[src/rtl/rd_arb_non2n_if.sv]
// Read-side bus between the FIFO/consumers and rd_arb_non2n.
// Protocol: r_en is a read strobe, with no back-pressure. rdata is valid the cycle after r_en.
// A one-hot dout_valid marks the consumer that owns dout in that cycle.
interface rd_arb_non2n_if #(
  parameter int NUM_REQ    = 4,
  parameter int DATA_WIDTH = 8
);
  logic [NUM_REQ-1:0]    req;
  logic                  empty;
  logic [DATA_WIDTH-1:0] rdata;
  logic                  r_en;
  logic [NUM_REQ-1:0]    gnt;
  logic [DATA_WIDTH-1:0] dout;
  logic [NUM_REQ-1:0]    dout_valid;
  logic                  burst_done;

  modport master (
    input  req, empty, rdata,
    output r_en, gnt, dout, dout_valid, burst_done
  );

  modport slave (
    output req, empty, rdata,
    input  r_en, gnt, dout, dout_valid, burst_done
  );
endinterface

[src/rtl/rd_arb_non2n.sv]
// Round-robin read-port arbiter with a 2-cycle return path.
// Macro RD_ARB_BURST_EN enables bursts of up to MAX_BURST reads; without it, every grant performs one read.
module rd_arb_non2n #(
   parameter int NUM_REQ    = 4,
   parameter int DATA_WIDTH = 8,
   parameter int MAX_BURST  = 4
) (
   input  logic           rclk,
   input  logic           rrst_n,
   rd_arb_non2n_if.master bus,
   output logic [0:0]     dbg_state_o
);
   localparam int IW = (NUM_REQ > 1) ? $clog2(NUM_REQ) : 1;
   localparam logic [0:0] ST_IDLE  = 1'b0;
   localparam logic [0:0] ST_BURST = 1'b1;
`ifdef RD_ARB_BURST_EN
   localparam int MB = MAX_BURST;
   localparam int CW = $clog2(MB + 1);
`else
   localparam int MB = 1 + 0 * MAX_BURST;
`endif

   logic [0:0]            state_q, state_d;
   logic [IW-1:0]         owner_q, owner_d;
   logic [IW-1:0]         ptr_q, ptr_d;
   logic [NUM_REQ-1:0]    gnt_q, gnt_d;
   logic                  done_q, done_d;
   logic                  ren_d1_q;
   logic [IW-1:0]         own_d1_q;
   logic [DATA_WIDTH-1:0] dout_q;
   logic [NUM_REQ-1:0]    dv_q;
`ifdef RD_ARB_BURST_EN
   logic [CW-1:0]         cnt_q, cnt_d;
`endif

   logic          found;
   logic [IW-1:0] sel_idx;
   logic [IW-1:0] kk;
   int            k;
   logic          req_own, room, last_rd, r_en, release_now;
   logic [IW-1:0] nxt_ptr;

   // Cyclic search starting at the priority pointer.
   always_comb begin
      found   = 1'b0;
      sel_idx = '0;
      k       = 0;
      kk      = '0;
      for (int i = 0; i < NUM_REQ; i++) begin
         k  = (int'(ptr_q) + i) % NUM_REQ;
         kk = IW'(k);
         if (!found && bus.req[kk]) begin
            found   = 1'b1;
            sel_idx = kk;
         end
      end
   end

`ifdef RD_ARB_BURST_EN
   assign room    = (int'(cnt_q) < MB);
   assign last_rd = (int'(cnt_q) == MB - 1);
`else
   assign room    = 1'b1;
   assign last_rd = (MB == 1);
`endif

   assign req_own     = bus.req[owner_q];
   assign r_en        = (state_q == ST_BURST) & req_own & ~bus.empty & room;
   assign release_now = (r_en & last_rd) | ~req_own;
   assign nxt_ptr     = (owner_q == IW'(NUM_REQ - 1)) ? '0 : owner_q + 1'b1;

   always_comb begin
      state_d = state_q;
      owner_d = owner_q;
      ptr_d   = ptr_q;
      gnt_d   = gnt_q;
      done_d  = 1'b0;
`ifdef RD_ARB_BURST_EN
      cnt_d   = cnt_q;
`endif
      case (state_q)
         ST_IDLE: begin
            if (found) begin
               state_d = ST_BURST;
               owner_d = sel_idx;
               gnt_d   = NUM_REQ'(1) << sel_idx;
`ifdef RD_ARB_BURST_EN
               cnt_d   = '0;
`endif
            end
         end
         default: begin
`ifdef RD_ARB_BURST_EN
            if (r_en) cnt_d = cnt_q + 1'b1;
`endif
            if (release_now) begin
               state_d = ST_IDLE;
               gnt_d   = '0;
               ptr_d   = nxt_ptr;
               done_d  = 1'b1;
            end
         end
      endcase
   end

   always_ff @(posedge rclk or negedge rrst_n) begin
      if (!rrst_n) begin
         state_q  <= ST_IDLE;
         owner_q  <= '0;
         ptr_q    <= '0;
         gnt_q    <= '0;
         done_q   <= 1'b0;
         ren_d1_q <= 1'b0;
         own_d1_q <= '0;
         dout_q   <= '0;
         dv_q     <= '0;
`ifdef RD_ARB_BURST_EN
         cnt_q    <= '0;
`endif
      end else begin
         state_q  <= state_d;
         owner_q  <= owner_d;
         ptr_q    <= ptr_d;
         gnt_q    <= gnt_d;
         done_q   <= done_d;
         ren_d1_q <= r_en;
         own_d1_q <= owner_q;
`ifdef RD_ARB_BURST_EN
         cnt_q    <= cnt_d;
`endif
         // The return path runs independently of the grant, so words read late in a burst still land after release.
         if (ren_d1_q) begin
            dout_q <= bus.rdata;
            dv_q   <= NUM_REQ'(1) << own_d1_q;
         end else begin
            dv_q   <= '0;
         end
      end
   end

   assign bus.r_en       = r_en;
   assign bus.gnt        = gnt_q;
   assign bus.burst_done = done_q;
   assign bus.dout       = dout_q;
   assign bus.dout_valid = dv_q;
   assign dbg_state_o    = state_q;
endmodule
[src/flat_wrapper.sv]
// flat-port wrapper written by rule: the top's interface ports become plain ports
module rd_arb_non2n_flat 
#(
   parameter int NUM_REQ    = 4,
   parameter int DATA_WIDTH = 8,
   parameter int MAX_BURST  = 4
)
  (rclk, rrst_n, dbg_state_o, bus_req, bus_empty, bus_rdata, bus_r_en, bus_gnt, bus_dout, bus_dout_valid, bus_burst_done);
  rd_arb_non2n_if #(.NUM_REQ(NUM_REQ), .DATA_WIDTH(DATA_WIDTH)) bus_i ();
  input  logic rclk;
  input  logic rrst_n;
  output logic [0:0] dbg_state_o;
  input wire logic [$bits(bus_i.req)-1:0] bus_req;
  input wire logic [$bits(bus_i.empty)-1:0] bus_empty;
  input wire logic [$bits(bus_i.rdata)-1:0] bus_rdata;
  output wire logic [$bits(bus_i.r_en)-1:0] bus_r_en;
  output wire logic [$bits(bus_i.gnt)-1:0] bus_gnt;
  output wire logic [$bits(bus_i.dout)-1:0] bus_dout;
  output wire logic [$bits(bus_i.dout_valid)-1:0] bus_dout_valid;
  output wire logic [$bits(bus_i.burst_done)-1:0] bus_burst_done;
  assign bus_i.req = bus_req;
  assign bus_i.empty = bus_empty;
  assign bus_i.rdata = bus_rdata;
  assign bus_r_en = bus_i.r_en;
  assign bus_gnt = bus_i.gnt;
  assign bus_dout = bus_i.dout;
  assign bus_dout_valid = bus_i.dout_valid;
  assign bus_burst_done = bus_i.burst_done;
  rd_arb_non2n #(.NUM_REQ(NUM_REQ), .DATA_WIDTH(DATA_WIDTH), .MAX_BURST(MAX_BURST)) u_core (.rclk(rclk), .rrst_n(rrst_n), .bus(bus_i), .dbg_state_o(dbg_state_o));
endmodule
[config.mk]
export PLATFORM = sky130hd
export DESIGN_NAME = rd_arb_non2n_flat
export DESIGN_NICKNAME = d
export VERILOG_FILES = /design/src/rtl/rd_arb_non2n_if.sv /design/src/rtl/rd_arb_non2n.sv /design/src/flat_wrapper.sv
export SDC_FILE = /design/constraint.sdc
export NUM_CORES = 1
export LEC_CHECK = 0
export ABC_AREA = 1
export BUFFER_PORTS_ARGS = -buffer_cell sky130_fd_sc_hd__buf_2
export CORE_ASPECT_RATIO = 0.75
export CORE_UTILIZATION = 53
export CTS_BUF_LIST = sky130_fd_sc_hd__clkbuf_4
export DETAILED_ROUTE_END_ITERATION = 8
export MAX_ROUTING_LAYER = met4
export PLACE_DENSITY = 0.8
export REMOVE_ABC_BUFFERS = 1
export SYNTH_ARGS = -nofsm -noshare
export SYNTH_HDL_FRONTEND = slang
export SYNTH_SLANG_ARGS = --single-unit
[constraint.sdc]
create_clock -name rclk -period 1.7 [get_ports rclk]
set_input_delay 0.255 -clock rclk [delete_from_list [all_inputs] [get_ports rclk]]
set_output_delay 0.255 -clock rclk [all_outputs]
set_load 0.02 [all_outputs]
After elaboration in Yosys (flattened, before gate mapping). Index checks and enable logic that the tools add are counted.

Bits in registers: 25. Logic and storage cells: 66.

$lt $le $gt $ge: 5. Reduce and logical (&&, ||, !) cells: 10. Equal/unequal tests: 2. Shift-type cells: 2. Bitwise logic cells: 6. Muxes and demuxes: 28. Add/subtract/negate cells: 4.

Operator list (number): 2-to-1 mux 4 bit (4); less-than comparator 2 x 3 -> 1 bit, second input constant (5); 2-to-1 mux 1 bit (14); binary-select mux 1 bit (select 2 bit) (5); 2-to-1 mux 2 bit (5); left shift 1 x 2 -> 4 bit, first input constant (2); AND reduction 2 bit (3); adder 2 x 1 -> 2 bit, second input constant (2); adder 2 bit, second input constant (2); logical AND 1 bit (3); logical NOT 1 bit (3); NOT 1 bit (3); bitwise AND 1 bit (2); equality test 2 bit, second input constant (1); inequality test 2 bit, second input constant (1); nonzero test 2 bit (1); bitwise OR 1 bit (1).

Depth between registers and ports, before layout. Gate-level depths: netlist (run 1).

Depth in word-level cells: 15. Mapped depth: 12. Gate-level depth less buffers: 12.

Worst setup path before layout (run 1). OpenSTA, ideal clock, no wires.

Path type: register to output. Start point: reg u_core.owner_q[0]. End point: out bus_r_en. Slack: 0.302 ns. Arrival: 1.143 ns. Buffers on the path: 0. Cell stages (with the launch flop): 6. Data required time: 1.445 ns. Path through: dfrtp_1 > inv_1 > nor2_1 > o21ai_0 > nand2_1 > nor2_1.

Word-level cells in the longest chain between the ends: 4.

Ends and longest elaborated chain: start, declared (line rd_arb_non2n.sv:24) `logic [IW-1:0] owner_q, owner_d;`; start signal, assigned (line rd_arb_non2n.sv:122) `owner_q <= owner_d;`; binary-select mux 1 bit (select 2 bit) (line rd_arb_non2n.sv:67) `assign req_own = bus.req[owner_q];`; 2-to-1 mux 1 bit (implied by the code) (line rd_arb_non2n.sv:67); bitwise AND 1 bit (2 in series) (line rd_arb_non2n.sv:68) `assign r_en = (state_q == ST_BURST) & req_own & ~bus.empty & room;`; end, declared (line flat_wrapper.sv:16) `output wire logic [$bits(bus_i.r_en)-1:0] bus_r_en;`.

No other way between the ends. The select of a mux whose other input is x is not followed.

Worst setup path after layout (run 1). Same ends and word-level chain as after synthesis.

==> impl_metrics.yaml, run 1 <==
sta:
  rsz0062_at_grt: "true"
  finalCriticalPeriod_ns: 1.67
  min_period_over_period_pct: 98.1
  setup-violations-final: 0
  whs_ns: 0.105
  tightest_slew_ns: 0.541
  tns_ns: 0
  max_freq_mhz: 599
  fin_ws_ns: 0.0318
  maxSlewViolCount: 0
  hold_viol: 0
  relSlewSlack_pct: 63.9
  fin_skew_ns: 0.0104
grt:
  grt-ovfl-total: 0
  first_global_vias: 1122
  antenna_found_initial: 0
  grt_pass1_wl_um: 4940
  grt.total_usage_pct: 27.2
  grt_start_max_net_pins: 26
layout:
  n_antenna_cell: 0
  fin_nets: 227
  final_util_pct: 73.6
  drive_gt1_share_pct: 31.0
  area_growth_syn_to_layout_pct: 24.2
drt:
  first_iter_violations: 38
  drt-total-wl_um: 3000
  drc: 0
  firstDrtPassIters: 4
  wl_per_cell_um: 12.4
  via_per_inst: 5.00
  drtAntennaViolNets: 0
  num_vias: 1210
floorplanning:
  die_w_um: 58.2
  pin_count: 34
  die_area_mm2: 0.00257
  start_util_pct: 59.3
  coreArea_mm2: 0.00212
  rows: 14
  fp.dieH_um: 44.2
worst_setup_path:
  worstReg2RegStart: "u_core.ptr_q[0]$_DFFE_PN0P_"
  reg2reg_slack_ns: 0.14
  start_kind: "flip-flop"
  criticalPathCategory: "reg2out"
  path_max_fanout: 5
  cp_data_required_time_ns: 1.44
  reg2reg_depth: 11
  arrival_ns: 1.41
  reg2reg_to: "u_core.owner_q[1]$_DFFE_PN0P_"
  end_kind: "output pin"
cts:
  cts_buffers: 3
  htreeDepth: 1
  clk_latency_ns: 0.33
  tritoncts: "yes"
  cts.clk_slew.worst_paths_ns: 0.15
  cts_root_buf: "clkbuf_4"
  cts_max_path_buffers: 2
  clock-sinks: 25
synthesis:
  postSynthCellCount: 168
  yosysWarnings: 0
  synth_enable_flop_cells: 0
  ys_types: 19
  ys.flop_type: "dfrtp_1"
  yosysSeqAreaShare_pct: 49.8
  synth-seq-cells: 25
  synthArstFlopShare_pct: 100
  avgSynthCellArea_um2: 7.48
  synth_area_mm2: 0.00126
worst_hold_path:
  hp-class: "in2reg"
  whs_path_depth: 2
  hp-start: "bus_empty"
  hold_end: "u_core.ren_d1_q$_DFF_PN0_"
power:
  power.density_mw_per_mm2: 2090
  power_mw: 3.27
  power.leakage_nw: 0.916
  ir_worst_vdd_v: 0.00115
place:
  place_ws_ns: 0.0260
  hpwl_um: 2240
  port_buffers: 33
  gp_congestion: 0.806
status:
  status: "finished clean"
flow_run:
  drv_cap: 0
## worst max-delay path, stage by stage, from the launching register on
cell     delay (ns)
dfrtp_2        0.48
inv_2          0.07
nor2_1         0.04
o21ai_2        0.16
nand2_1        0.08
nor2_2         0.12
buf_6          0.13
## area by class of cell
type	instances	area, um^2
clock buffers	3	22.5
clock inverters	1	7.51
fillers	175	559
inverters	16	62.6
multi-input cells	124	567
flip-flops and latches	25	629
well taps	32	40.0
repair buffers	41	231
## flip-flops by register name, summed over array words and instances (netlist names)
register	flops
u_core.bus.burst_done	1
u_core.bus.dout	8
u_core.bus.dout_valid	4
u_core.bus.gnt	4
u_core.dbg_state_o	1
u_core.own_d1_q	2
u_core.owner_q	2
u_core.ptr_q	2
u_core.ren_d1_q	1
## what timing repair did
item | CTS | global route
setup buffers | 2 | 3
endpoints found under the setup margin | 1 | 8
hold buffers | 1 | 0
hold endpoints to repair | 25 | 0
gates resized for setup | 4 | 11
gates cloned | 0 | 1
pin swaps | 0 | 1
## cell usage in the layout, fill, tap and decap left out, drive strengths merged
| cell type | synthesis | final |
|---|---|---|
| clkbuf | 2 | 4 |
| nand2 | 83 | 84 |
| and2 | 1 | 1 |
| ha | 1 | 1 |
| a21oi | 1 | 1 |
| o31ai | 1 | 1 |
| nor3 | 4 | 4 |
| inv | 16 | 16 |
| dfrtp | 25 | 25 |
| buf | 2 | 39 |
| nand3 | 17 | 17 |
| o21ai | 5 | 5 |
| dlygate4sd3 | 0 | 1 |
| nor2 | 9 | 9 |
| nand4 | 1 | 1 |
| clkinvlp | 0 | 1 |
## stage by stage
stage,cell area [um^2],instances
global placement,1450,231
detailed placement,1450,231
CTS,1510,238
finish,1560,242
floorplan,1230,164
global route,1560,242
## cell usage after synthesis, drive strengths merged, types with 2 or more instances
master | n | area share [%]
nand3 | 17 | 7.6
nor2 | 9 | 3.1
buf | 2 | 1.8
nand2 | 83 | 26
dfrtp | 25 | 50
o21ai | 5 | 2.0
clkbuf | 2 | 0.60
nor3 | 4 | 1.6
inv | 16 | 4.8
## power breakdown
group	internal [mW]	total [mW]	switching [mW]
Combinational	0.660	1.93	1.27
Sequential	0.852	1.06	0.207
Clock	0.0902	0.280	0.190
Total	1.60	3.27	1.66
## routing by layer
layer	track usage, %	routed length (um)	vias up
li1	-	-	608
met1	33.5	1300	555
met2	43.9	1490	37
met3	6.73	133	10
met4	10.0	78	0
met5	-	0	-
## how the worst max path moves through the flow
stage / from / end
after floorplan: u_core.ptr_q[0]$_DFFE_PN0P_ / u_core.bus.gnt[1]$_DFFE_PN0P_
after global placement: u_core.ptr_q[0]$_DFFE_PN0P_ / u_core.bus.gnt[1]$_DFFE_PN0P_
after detailed placement: u_core.ptr_q[0]$_DFFE_PN0P_ / u_core.bus.gnt[1]$_DFFE_PN0P_
after CTS: u_core.owner_q[0]$_DFFE_PN0P_ / bus_r_en
after global routing: u_core.owner_q[0]$_DFFE_PN0P_ / bus_r_en
final: u_core.owner_q[0]$_DFFE_PN0P_ / bus_r_en
## logic make-up (layout without fill, tap and decap cells)
family / count (synthesis) / in the layout / synth area share (%)
simple gates: 115 / 116 / 39.0
compound gates: 7 / 7 / 2.99
buf+inv: 20 / 61 / 7.17
fa+ha+maj: 1 / 1 / 0.996
flops: 25 / 25 / 49.8
Power figures use the tool's default switching activity.
==> run 2, diff against run 1 <==
CELL_PAD_IN_SITES_DETAIL_PLACEMENT = 1   (was not set)
CELL_PAD_IN_SITES_GLOBAL_PLACEMENT = 1   (was not set)
CORE_UTILIZATION = 38   (was 53)
GPL_ROUTABILITY_DRIVEN = 1   (was not set)
PLACE_DENSITY = not set   (was 0.8)
PLACE_DENSITY_LB_ADDON = 0.1   (was not set)
==> run 2 against run 1 <==
  * Total power grew 4.9%
  * Via count grew 3.1%
  * Cell area grew 4.5%
  * Critical endpoint unchanged
  * Critical path type unchanged
  * Largest cell class unchanged
  * Non-clock buffer count grew 6
  * Final cell count grew 5.0%
  * Maximum frequency grew 2.0%
  * Sequential power is essentially flat
  * Worst hold slack gained 0.026 ns
  * Sequential share of layout area shrank 1.7 points
  * Worst setup slack gained 0.033 ns
  * Critical path depth is the same
  * Highest routed layer unchanged
  * Largest power group unchanged
==> impl_metrics.yaml, run 2 (same netlist as run 1, synthesis figures left out) <==
sta:
  finalCriticalPeriod_ns: 1.64
  max_freq_mhz: 611
  tightest_slew_ns: 0.551
  fin_skew_ns: 0.0107
  setup-violations-final: 0
  relSlewSlack_pct: 63.2
  hold_viol: 0
  tns_ns: 0
  rsz0062_at_grt: "true"
  min_period_over_period_pct: 96.2
  maxSlewViolCount: 0
layout:
  area_growth_syn_to_layout_pct: 29.8
  final-seq-area_um2: 629
  drive_gt1_share_pct: 33.3
  final_cells: 254
  nFillCells: 406
  n_antenna_cell: 0
  final_cell_mix: "nand2_1 (76), buf_2 (32), dfrtp_1 (22), nand3_1 (15)"
  largest_reg_flops: 8
  multi_input_area_um2: 582
  final_area_mm2: 0.00163
  mostFrequentLayoutCell: "nand2_1"
  fin_nets: 233
grt:
  antenna_found_initial: 0
  first_global_vias: 1151
  grt-ovfl-total: 0
  grt_start_max_net_pins: 26
  grt.total_usage_pct: 20.8
  grt_pass1_wl_um: 5220
worst_setup_path:
  reg2reg_depth: 9
  arrival_ns: 1.38
  start_kind: "flip-flop"
  path_max_fanout: 5
  end_kind: "output pin"
  criticalPathCategory: "reg2out"
  cp_data_required_time_ns: 1.44
  reg2reg_to: "u_core.bus.gnt[2]$_DFFE_PN0P_"
  reg2reg_slack_ns: 0.13
  worstReg2RegStart: "u_core.ptr_q[0]$_DFFE_PN0P_"
floorplanning:
  die_area_mm2: 0.00354
  rows: 17
  fp.dieH_um: 51.8
  pin_count: 34
  start_util_pct: 41.3
  die_w_um: 68.4
  coreArea_mm2: 0.00304
cts:
  cts_buffers: 3
  cts_root_buf: "clkbuf_4"
  htreeDepth: 1
  cts.clk_slew.worst_paths_ns: 0.13
  cts_max_path_buffers: 2
  tritoncts: "yes"
  clock-sinks: 25
  clk_latency_ns: 0.31
worst_hold_path:
  whs_path_depth: 3
  hp-start: "bus_rdata[0]"
  hp-class: "in2reg"
  hold_end: "u_core.bus.dout[0]$_DFFE_PN0P_"
status:
  status: "finished clean"
power:
  power.density_mw_per_mm2: 2100
  power_mw: 3.43
  power.leakage_nw: 0.953
  ir_worst_vdd_v: 0.000831
drt:
  via_per_inst: 4.91
  dr_wl_met3_um: 124
  maxUsedRoutingLayer: "met4"
  wl_per_cell_um: 13.3
  drtAntennaViolNets: 0
  first_iter_violations: 31
  drt-total-wl_um: 3370
  wl_met2_um: 1590
  drc: 0
  drt-met1-wl_um: 1650
  num_vias: 1248
  firstDrtPassIters: 4
place:
  gp_congestion: 0.916
  place_area_mm2: 0.00145
  hpwl_um: 2520
  dp_cells: 237
  port_buffers: 33
flow_run:
  drv_cap: 0
==> run 2: cell types whose count changed in the layout (fill, tap and decap cells not counted), sizes merged <==
cell,previous run,this run
clkinvlp,1,0
buf,39,46
==> run 2: worst max-delay path by stage <==
stage / endpoint / start / slack, ns
floorplan: u_core.bus.gnt[1]$_DFFE_PN0P_ / u_core.ptr_q[0]$_DFFE_PN0P_ / 0.21
global placement: u_core.bus.gnt[1]$_DFFE_PN0P_ / u_core.ptr_q[0]$_DFFE_PN0P_ / 0.08
detailed placement: u_core.bus.gnt[1]$_DFFE_PN0P_ / u_core.ptr_q[0]$_DFFE_PN0P_ / -0.007
CTS: bus_r_en / u_core.owner_q[0]$_DFFE_PN0P_ / 0.01
global route: bus_r_en / u_core.owner_q[0]$_DFFE_PN0P_ / -0.04
finish: bus_r_en / u_core.owner_q[0]$_DFFE_PN0P_ / 0.06
==> run 2: cell type report <==
type	count	area share (%)
sequential	25	38.6
multi-input combinational	124	35.7
timing repair buffer	47	17.1
inverter	16	3.84
tap	38	2.92
clock buffer	4	1.84
==> run 2: worst max-delay path, cell delays in order (launching register included) <==
cell and delay, ns:
dfrtp_2 0.46, inv_1 0.08, nor2_1 0.05, o21ai_2 0.12
nand2_1 0.08, nor2_2 0.15, buf_6 0.14
==> run 2: where the power goes <==
group | leakage [nW] | internal (mW) | switching (mW)
clock | 0.0184 | 0.108 | 0.166
combinational | 0.621 | 0.760 | 1.36
sequential | 0.313 | 0.852 | 0.184
==> run 2: per-stage QoR <==
| step | util, % | hold slack, ns | setup WS, ns |
|---|---|---|---|
| detailed placement | 47.8 | 0.268 | -0.00747 |
| global route | 53.6 | 0.124 | -0.0444 |
| finish | 53.6 | 0.132 | 0.0647 |
| CTS | 50.4 | 0.120 | 0.0122 |
| floorplan | - | -0.0406 | 0.210 |
| global placement | 47.8 | 0.264 | 0.0817 |
==> run 2: repair_timing <==
action	in CTS	in global routing
setup buffers	4	7
hold buffers	1	0
hold endpoints to repair	25	0
setup endpoints to repair	5	8
pin swaps	1	4
cloned	0	1
resized for setup	5	13
==> run 2: layer usage <==
layer	global-route usage [%]	up-vias
li1	-	616
met1	28.5	610
met2	31.5	20
met3	5.26	2
met4	3.13	0
met5	-	-
